`src/rtl/alu_operand_stage.sv`:
```
// Operand stage ahead of the ALU: scoreboard hazard stalls, writeback forwarding and a 2-entry skid buffer.
// Define OPSTAGE_FWD_EN to forward writeback data at capture; otherwise sources wait for the register file.
module alu_operand_stage #(
    parameter int W   = 8,
    parameter int Ops = 4,
    parameter int RA  = 3
) (
    input  logic          Clk,
    input  logic          Reset,
    input  logic          InValid,
    output logic          InReady,
    input  logic [Ops-1:0] InOP,
    input  logic [RA-1:0] InRdA,
    input  logic [RA-1:0] InRdB,
    input  logic [W-1:0]  InDataA,
    input  logic [W-1:0]  InDataB,
    input  logic          InUseB,
    input  logic          InImmEn,
    input  logic [W-1:0]  InImm,
    input  logic          InWrEn,
    input  logic [RA-1:0] InWrAddr,
    input  logic          FwdValid,
    input  logic [RA-1:0] FwdAddr,
    input  logic [W-1:0]  FwdData,
    output logic          OutValid,
    input  logic          OutReady,
    output logic [W-1:0]  OutA,
    output logic [W-1:0]  OutB,
    output logic [Ops-1:0] OutOP,
    output logic          OutWrEn,
    output logic [RA-1:0] OutWrAddr
);

    localparam int NREG = 2 ** RA;

    logic [NREG-1:0] pending;

    logic            main_valid;
    logic [W-1:0]    main_a;
    logic [W-1:0]    main_b;
    logic [Ops-1:0]  main_op;
    logic            main_wren;
    logic [RA-1:0]   main_wraddr;

    logic            skid_valid;
    logic [W-1:0]    skid_a;
    logic [W-1:0]    skid_b;
    logic [Ops-1:0]  skid_op;
    logic            skid_wren;
    logic [RA-1:0]   skid_wraddr;

    logic            fwd_a;
    logic            fwd_b;
    logic [W-1:0]    src_a;
    logic [W-1:0]    src_b;
    logic [W-1:0]    cap_a;
    logic [W-1:0]    cap_b;
    logic            hazard;
    logic            accept;
    logic            consume;

`ifdef OPSTAGE_FWD_EN
    always_comb begin
        fwd_a = FwdValid && (FwdAddr == InRdA);
        fwd_b = FwdValid && (FwdAddr == InRdB);
        src_a = fwd_a ? FwdData : InDataA;
        src_b = fwd_b ? FwdData : InDataB;
    end
`else
    logic unused_fwd;
    assign unused_fwd = ^FwdData;

    always_comb begin
        fwd_a = 1'b0;
        fwd_b = 1'b0;
        src_a = InDataA;
        src_b = InDataB;
    end
`endif

    always_comb begin
        cap_a  = src_a;
        cap_b  = InImmEn ? InImm : (InUseB ? src_b : '0);
        hazard = (pending[InRdA] && !fwd_a)
              || (InUseB && !InImmEn && pending[InRdB] && !fwd_b)
              || (InWrEn && pending[InWrAddr]);
    end

    // Ready only looks at the skid entry, so it never waits on OutReady.
    assign InReady = !skid_valid && !hazard;
    assign accept  = InValid && InReady;
    assign consume = main_valid && OutReady;

    assign OutValid  = main_valid;
    assign OutA      = main_a;
    assign OutB      = main_b;
    assign OutOP     = main_op;
    assign OutWrEn   = main_wren;
    assign OutWrAddr = main_wraddr;

    always_ff @(posedge Clk) begin
        if (!Reset) begin
            main_valid  <= 1'b0;
            main_a      <= '0;
            main_b      <= '0;
            main_op     <= '0;
            main_wren   <= 1'b0;
            main_wraddr <= '0;
            skid_valid  <= 1'b0;
            skid_a      <= '0;
            skid_b      <= '0;
            skid_op     <= '0;
            skid_wren   <= 1'b0;
            skid_wraddr <= '0;
        end else begin
            // A full skid forces InReady low, so accept and skid->main never coincide.
            if (consume && skid_valid) begin
                main_valid  <= 1'b1;
                main_a      <= skid_a;
                main_b      <= skid_b;
                main_op     <= skid_op;
                main_wren   <= skid_wren;
                main_wraddr <= skid_wraddr;
                skid_valid  <= 1'b0;
            end else if (accept && (!main_valid || consume)) begin
                main_valid  <= 1'b1;
                main_a      <= cap_a;
                main_b      <= cap_b;
                main_op     <= InOP;
                main_wren   <= InWrEn;
                main_wraddr <= InWrAddr;
            end else if (accept) begin
                skid_valid  <= 1'b1;
                skid_a      <= cap_a;
                skid_b      <= cap_b;
                skid_op     <= InOP;
                skid_wren   <= InWrEn;
                skid_wraddr <= InWrAddr;
            end else if (consume) begin
                main_valid  <= 1'b0;
            end
        end
    end

    always_ff @(posedge Clk) begin
        if (!Reset) begin
            pending <= '0;
        end else begin
            for (int unsigned i = 0; i < NREG; i++) begin
                if (accept && InWrEn && (InWrAddr == RA'(i)))
                    pending[i] <= 1'b1;
                else if (FwdValid && (FwdAddr == RA'(i)))
                    pending[i] <= 1'b0;
            end
        end
    end

endmodule

```
`config.mk`:
```
export PLATFORM = sky130hd
export DESIGN_NAME = alu_operand_stage
export DESIGN_NICKNAME = d
export VERILOG_FILES = /design/src/rtl/alu_operand_stage.sv
export SDC_FILE = /design/constraint.sdc
export NUM_CORES = 1
export LEC_CHECK = 0
export ABC_AREA = 0
export CAP_MARGIN = 15
export CORE_ASPECT_RATIO = 0.5
export CORE_MARGIN = 3
export CORE_UTILIZATION = 48
export CTS_CLUSTER_DIAMETER = 120
export CTS_CLUSTER_SIZE = 25
export DETAILED_ROUTE_END_ITERATION = 16
export PLACE_DENSITY = 0.91
export SLEW_MARGIN = 0
export SYNTH_ARGS = -nofsm -noshare
export SYNTH_HDL_FRONTEND = slang
export SYNTH_SLANG_ARGS = --single-unit
```
`constraint.sdc`:
```
create_clock -name Clk -period 3.45 [get_ports Clk]
set_input_delay 1.035 -clock Clk [delete_from_list [all_inputs] [get_ports Clk]]
set_output_delay 1.035 -clock Clk [all_outputs]
set_load 0.03 [all_outputs]
```
# Word-level counts from Yosys, hierarchy flattened
# Index checks and enable logic that the tools add are counted.
[word_totals]
inputBits = 56
elab_cells = 127
reg_bits = 58
[op_classes]
bitwise = 3
eq_ne = 15
n_reduce_logical = 48
mux = 38
order_cmp = 3
[op_table]
columns = ["cell", "n"]
rows = [
  ["$mux 8", 6],
  ["$logic_and 1x1->1", 25],
  ["$mux 1", 25],
  ["$eq 3x3->1 const B", 8],
  ["$reduce_bool 2->1", 9],
  ["$eq 3x2->1 const B", 4],
  ["$lt 3x4->1 const B", 3],
  ["$bmux 1 s3", 3],
  ["$mux 4", 2],
  ["$eq 3x1->1 const B", 2],
  ["$logic_not 3->1", 2],
  ["$mux 3", 2],
  ["$logic_not 1->1", 4],
  ["$reduce_and 2->1", 2],
  ["$logic_or 1x1->1", 3],
  ["$ne 3x1->1 const B", 1],
  ["$not 1->1", 3],
  ["$reduce_and 3->1", 1],
  ["$reduce_bool 3->1", 1],
  ["$reduce_or 2->1", 1],
]

# Depth between registers and ports, before layout
[depth]
ltp_word = 11
ltp_mapped = 8
ltp_nobuf = 5

# Least setup slack after synthesis
# No wires, ideal clock.
[synth_path]
path_type = "input to output"
from = "input port InRdA[0]"
to = "output port InReady"
t_arrival_ns = 2.498
t_required_ns = 2.415
path_buffers = 1
cell_stages = 6
path_slack_ns = -0.083
cell_sequence = "mux4_1 > mux2i_4 > o41a_1 > buf_2 > nand2_1 > inv_1"
[synth_via]
elab_chain_len = 6
[synth_lines]
columns = ["item", "line", "rtl"]
rows = [
  ["start: declaration", "13", "input logic [RA-1:0] InRdA,"],
  ["$bmux 1 s3", "84", "hazard = (pending[InRdA] && !fwd_a)"],
  ["$mux 1 (implied by the code)", "84", ""],
  ["$logic_or 1x1->1", "85", "|| (InUseB && !InImmEn && pending[InRdB] && !fwd_b)"],
  ["$logic_or 1x1->1", "86", "|| (InWrEn && pending[InWrAddr]);"],
  ["$logic_not 1->1", "90", "assign InReady = !skid_valid && !hazard;"],
  ["$logic_and 1x1->1", "90", ""],
  ["end: declaration", "11", "output logic InReady,"],
]
# No other way between the ends. The select of a mux whose other input is x is not followed.

# Worst setup path after layout
[layout_path]
from = "input port InWrAddr[1]"
to = "output port InReady"
[layout_via]
elab_chain_len = 6
[layout_lines]
columns = ["item", "line", "rtl"]
rows = [
  ["start: declaration", "21", "input logic [RA-1:0] InWrAddr,"],
  ["$bmux 1 s3", "86", ""],
  ["$mux 1 (implied by the code)", "86", ""],
  ["$logic_and 1x1->1", "86", ""],
  ["$logic_or 1x1->1", "86", ""],
  ["$logic_not 1->1", "90", ""],
  ["$logic_and 1x1->1", "90", ""],
]
# No other way between the ends. The select of a mux whose other input is x is not followed.

==> results by group <==
Worst setup path
  • Crit Path Category: primary input to primary output
  • Worst Path Arrival: 2.41 ns
  • Crit Reg-Reg Endpoint: pending[6]
  • Critical path origin: InWrAddr[1]
  • Crit path capture type: primary output
  • Critical path fanouts, max: 3
  • Reg2reg setup slack: 0.52 ns
  • Worst reg-to-reg path cell count: 14
  • Startpoint Class: primary input
  • RR Startpoint: pending[6]
  • Worst path required time: 2.41 ns
  • Worst Setup EP: InReady

Route
  • Vias: 3192
  • Post-route ant nets: 0
  • Residual DRC: 0
  • Via density: 6.41
  • DR pass1 iterations: 8
  • Iteration-0 DRC Markers: between 400 and 500
  • Drt wl/cell: 21.2 µm
  • Wirelength, routed: between 10000 and 15000 µm

Power and ir drop
  • Clk pwr share: between 40% and 50%
  • Leak: 1.77 nW
  • Maximum vdd ir drop: approximately 0.31 mV
  • Switching pwr: 0.553 mW
  • Sw frac: 25.9%
  • Tot Pwr: 2.13 mW
  • Combinational share of power: 18.2%
  • Pint: 1.58 mW
  • PwrDens: 499 nW/µm²
  • Sequential Power Share: 34.0%

Clock tree
  • Clock latency on the worst-skew pair: 0.34 ns
  • CTS Hold Buffers Added: 0
  • CTS tree: done
  • Reg clk slew, reported paths: roughly 0.050 ns
  • Clock Sinks: 58
  • CTS Buf Count: 9
  • Clock tree buffer depth: 2
  • Root Driver: clkbuf_16
  • CTS H-Tree Depth: 3

GRT
  • Largest net degree at the start of global routing: 33
  • Grt ovf: 0
  • Global-route wire length before repair: between 15000 and 20000 µm
  • Total GRT Usage: 29.5%
  • Initial antenna violation count: 0
  • Vias in the first global route: 3191

Finish
  • Fillers: 339
  • Area of the multi-input gates: about 1600 µm²
  • Nets: 476
  • P&R area growth vs syn: 46.4%
  • Sequential Area: 1160 µm²
  • Layout cells sized above 1: 21.6%
  • Post-route cell area: around 4300 µm²
  • Layout Cells excl Fill: about 500
  • # diodes: 0
  • Final core occ: about three quarters

Timing
  • Worst Skew: about 0.013 ns
  • Tmin final: 3.45 ns
  • Fin crit share: about 100%
  • Final Setup Violations: 0
  • Fmax achieved: roughly 290 MHz
  • Worst-margin pin slew: between 0.7 and 0.8 ns
  • Slew headroom: 47.3%
  • TNS Setup: 0 ns
  • Final setup margin: roughly 0.0043 ns
  • Slew Limit Fails: 0
  • Fin. Hold Viols: 0
  • WHS: 0.459 ns

Yosys
  • Post-synth ARST share: 0%
  • Seq/Total Area, Yosys: 39.7%
  • Synth area leader: dfxtp_1
  • Top cell type's share of synthesized area: about two fifths
  • Syn_nets: 378
  • Synthesized area per cell: between 9 and 10 µm²
  • Ys Warns: 0
  • Post-Syn Area: around 3000 µm²
  • Post-synth cell types: 38
  • Primary FF master, synth: dfxtp_1
  • Synthesized instance count: 322
  • Synth area leaders: dfxtp_1 (40%), mux2i_1 (8.9%), nand2_1 (6.9%)
  • #FFs+latches synth: 58
  • Post-synth EDFFs: 0

Place
  • Placed wire-length estimate: between 5000 and 6000 µm
  • Placed Cells: around 470
  • PortBufs: 73
  • Pre-CTS WS: -0.404 ns
  • Final RePlAce weighted congestion: 0.947
  • Placed cell area: around 3800 µm²

Die
  • Core area: 5680 µm²
  • Initial core utilization: 51.4%
  • Chip Width: roughly 120 µm
  • Io pins: slightly above 80
  • Die H: about 60 µm
  • Die area: 7120 µm²
  • Row count: 19

Outcome
  • Status: completed

Job
  • Max Cap Violations: 0

Hold path
  • Min-Delay Path Class: flop to flop
  • Hold Path Origin: OutB[3]
sequential cells by signal (all words and copies together) (netlist names):
signal and cells:
OutWrAddr 3, skid_wraddr 3, OutA 8, skid_wren 1, skid_b 8, skid_a 8, skid_op 4, OutWrEn 1
skid_valid 1, OutB 8, OutValid 1, OutOP 4, pending 8
power by group through the flow:
stage,Combinational [mW],Clock [mW],Sequential (mW)
after floorplan,0.150,0,0.776
after global placement,0.334,0,0.734
after CTS,0.371,1.00,0.724
after global routing,0.407,1.05,0.727
final,0.388,1.02,0.726
after detailed placement,0.344,0,0.736
final cells by class:
type / count / share of cell area [%]
multi-input cells: 231 / 37.7
well taps: 73 / 2.13
flip-flops and latches: 58 / 27.1
clock inverters: 4 / 1.70
clock buffers: 12 / 6.23
inverters: 8 / 0.702
repair buffers: 112 / 24.4
what timing repair did:
item	CTS	global route
buffers inserted	12	1
setup endpoints to repair	1	6
pin swaps	4	4
gates cloned	0	0
hold endpoints to repair	0	0
gates resized for setup	23	5
cells in the final DEF (no fill, tap or decap), types with 4 or more instances in the layout:
master,Yosys,routed
clkdlybuf4s50_1,0,62
dfxtp_1,58,58
nand2_1,54,53
buf_4,0,35
mux2i_1,26,26
a21oi_1,26,25
nand3_1,21,21
o21ai_0,19,19
mux2_2,17,17
o211ai_1,12,12
clkbuf_16,0,9
a22oi_1,7,7
a211oi_1,7,7
inv_1,7,6
o31ai_1,7,6
mux4_2,2,4
buf_2,6,4
dlygate4sd2_1,0,4
metal layers:
metal	vias up	share of wire, %	GRT usage (%)
met2	262	48	51.0
met4	0	6.5	21.0
li1	1372	-	-
met1	1475	36	31.7
met3	83	9.6	9.42
met5	-	0	0
cell usage after synthesis (all sizes together), types with 4 or more instances:
master / n
o211ai: 12
o21ai: 19
nand2: 54
a22oi: 7
inv: 7
a21oi: 26
a211oi: 7
mux4: 4
buf: 9
o31ai: 7
clkbuf: 16
dfxtp: 58
mux2: 18
nand3: 21
mux2i: 27
worst min path at each step:
stage / end / slack (ns) / depth (start not counted)
after CTS: OutB[3] / 0.46 / 2
after global placement: OutA[2] / 0.45 / 2
after floorplan: skid_a[0] / 0.45 / 2
after global routing: OutB[5] / 0.49 / 2
after detailed placement: OutB[3] / 0.46 / 2
final: OutB[3] / 0.46 / 2
critical path: stages:
cell       delay [ns]
buf_2            0.13
mux4_2           0.50
a2bb2oi_1        0.18
a21oi_2          0.24
nand2_2          0.10
inv_2            0.08
buf_6            0.13
kinds of logic after synthesis:
logic type             after synthesis  synth area share [%]
multiplexers                        49                  19.9
AO/OA/AOI/OAI                       90                  20.5
flip-flops                          58                  39.7
buffers and inverters               33                  5.86
AND/OR/NAND/NOR                     92                  13.9
(Power assumes the default switching activity.)
==> edit (config.mk and constraints unchanged) <==
`RA`: 3 -> 4.
--- a/src/rtl/alu_operand_stage.sv
+++ b/src/rtl/alu_operand_stage.sv
@@ -4,5 +4,5 @@
     parameter int W   = 8,
     parameter int Ops = 4,
-    parameter int RA  = 3
+    parameter int RA  = 4
 ) (
     input  logic          Clk,
Interface: changed (5 resized); port bits go from 82 to 87. No check against the original RTL was run, so the function may have changed too.
==> edit against the unedited design <==
- the run now ends with negative setup slack left
- sequential cell count increased by 10
- total power increased by 13%
- final area increased by 24%
- area after synthesis increased by 31%
- hold slack improved by 0.018 ns
- wire length increased by 17%
- via count increased by 28%
- sequential power increased by 17%
- setup slack got worse by 0.078 ns
- cell count increased by 33%
==> edit: results (changes against the unedited design) <==
| Group | Item | Value | vs unedited |
| --- | --- | --- | --- |
| routing | Initial DRC Count | 540 | +19% |
| global route | Largest net degree at the start of global routing | 41 | +24% |
| setup path | Peak fanout along the critical path | 4 | +1 |
| routing | Routed wl met3 | 970 um | -4.0% |
| power and ir drop | Overall power after layout | 2.41 mW | +13% |
| power and ir drop | Combinational group share of total power | 17.9% | -0.3 points |
| global route | GRT met3 Usage | 5.36% | -4.1 points |
| global route | Global Route met1 Usage | 34.6% | +2.9 points |
| routing | Detailed-route wire length on metal 1 | 5220 um | +39% |
| power and ir drop | VDD IR max | 0.000247 V | -20% |
| yosys | Sequential area share after synthesis | 35.5% | -4.2 points |
| setup path | Arr. time, crit path | 2.49 ns | +0.08 ns |
| routing | Vias | 4077 | +28% |
| status | Violations in the final reports | negative setup slack |  |
| routing | Initial DRT Pass Iterations | 5 | -3 |
| yosys | Nets in the synthesized netlist | 516 | +37% |
| global route | Wire length of the first global-routing pass | 20200 um | +28% |
| sta | Setup-failing EPs final | 1 | +1 |
| sta | Final setup slack of the worst path | -0.0738 ns | -0.0781 ns |
| final layout | Share of cells above drive strength 1 | 16.6% | -5.0 points |
| yosys | Synth unique cells | 51 | +34% |
| global route | Met2 usage in global routing | 44.4% | -6.6 points |
| place | HPWL after DPL | 7850 um | +35% |
| status | Status | finished, violations left |  |
| routing | Final wirelength | 12300 um | +17% |
| yosys | Largest cells by area after synthesis | dfxtp_1 35%, nand2_1 6.9%, mux2i_1 6.3% |  |
| place | Routability congestion estimate from global placement | 0.988 | +4.4% |
[edit: cell type report]
type                            instances  area, sq um
Multi-Input combinational cell        340         2260
Fill cell                             553         2250
Sequential cell                        68         1360
Timing Repair Buffer                  123         1140
Clock buffer                           10          229
Clock inverter                          6          136
Tap cell                              108          135
Inverter                                6         26.3
[edit: per-stage QoR]
step / std cells / TNS [ns] / hold WS, ns / instance area [sq um]
after global routing: 661 / -0.128 / 0.490 / 5290
after floorplan: 456 / 0 / 0.437 / 3840
after CTS: 659 / -0.0495 / 0.476 / 5270
final: 661 / -0.0738 / 0.478 / 5290
after global placement: 640 / -15.51 / 0.448 / 4860
after detailed placement: 640 / -19.20 / 0.468 / 4860
[edit: path summary, 6_finish.rpt]
path,startpoint,endpoint,slack (ns),depth (start not counted)
hold / removal,skid_b[5],skid_b[5],0.48,2
hold reg to reg,skid_b[5],skid_b[5],0.48,2
setup / recovery,InRdA[0],InReady,-0.07,8
setup reg to reg,pending[15],skid_wraddr[0],0.89,11
[edit: kinds of logic (layout without fill, tap and decap cells)]
| kind of cell | count (synthesis) | in the layout | synth area share (%) |
|---|---|---|---|
| buffers and inverters | 48 | 145 | 6.20 |
| and+or+nand+nor | 183 | 183 | 23.0 |
| DFF | 68 | 68 | 35.5 |
| muxes | 33 | 33 | 11.4 |
| AOI/OAI and AO/OA | 124 | 124 | 23.9 |
[edit: timing repair]
| action | in CTS | in global routing |
|---|---|---|
| endpoints found under the setup margin | 42 | 1 |
| setup buffers | 3 | 2 |
| hold buffers | 0 | 0 |
| resized for setup | 34 | 2 |
| pin swaps | 5 | 1 |
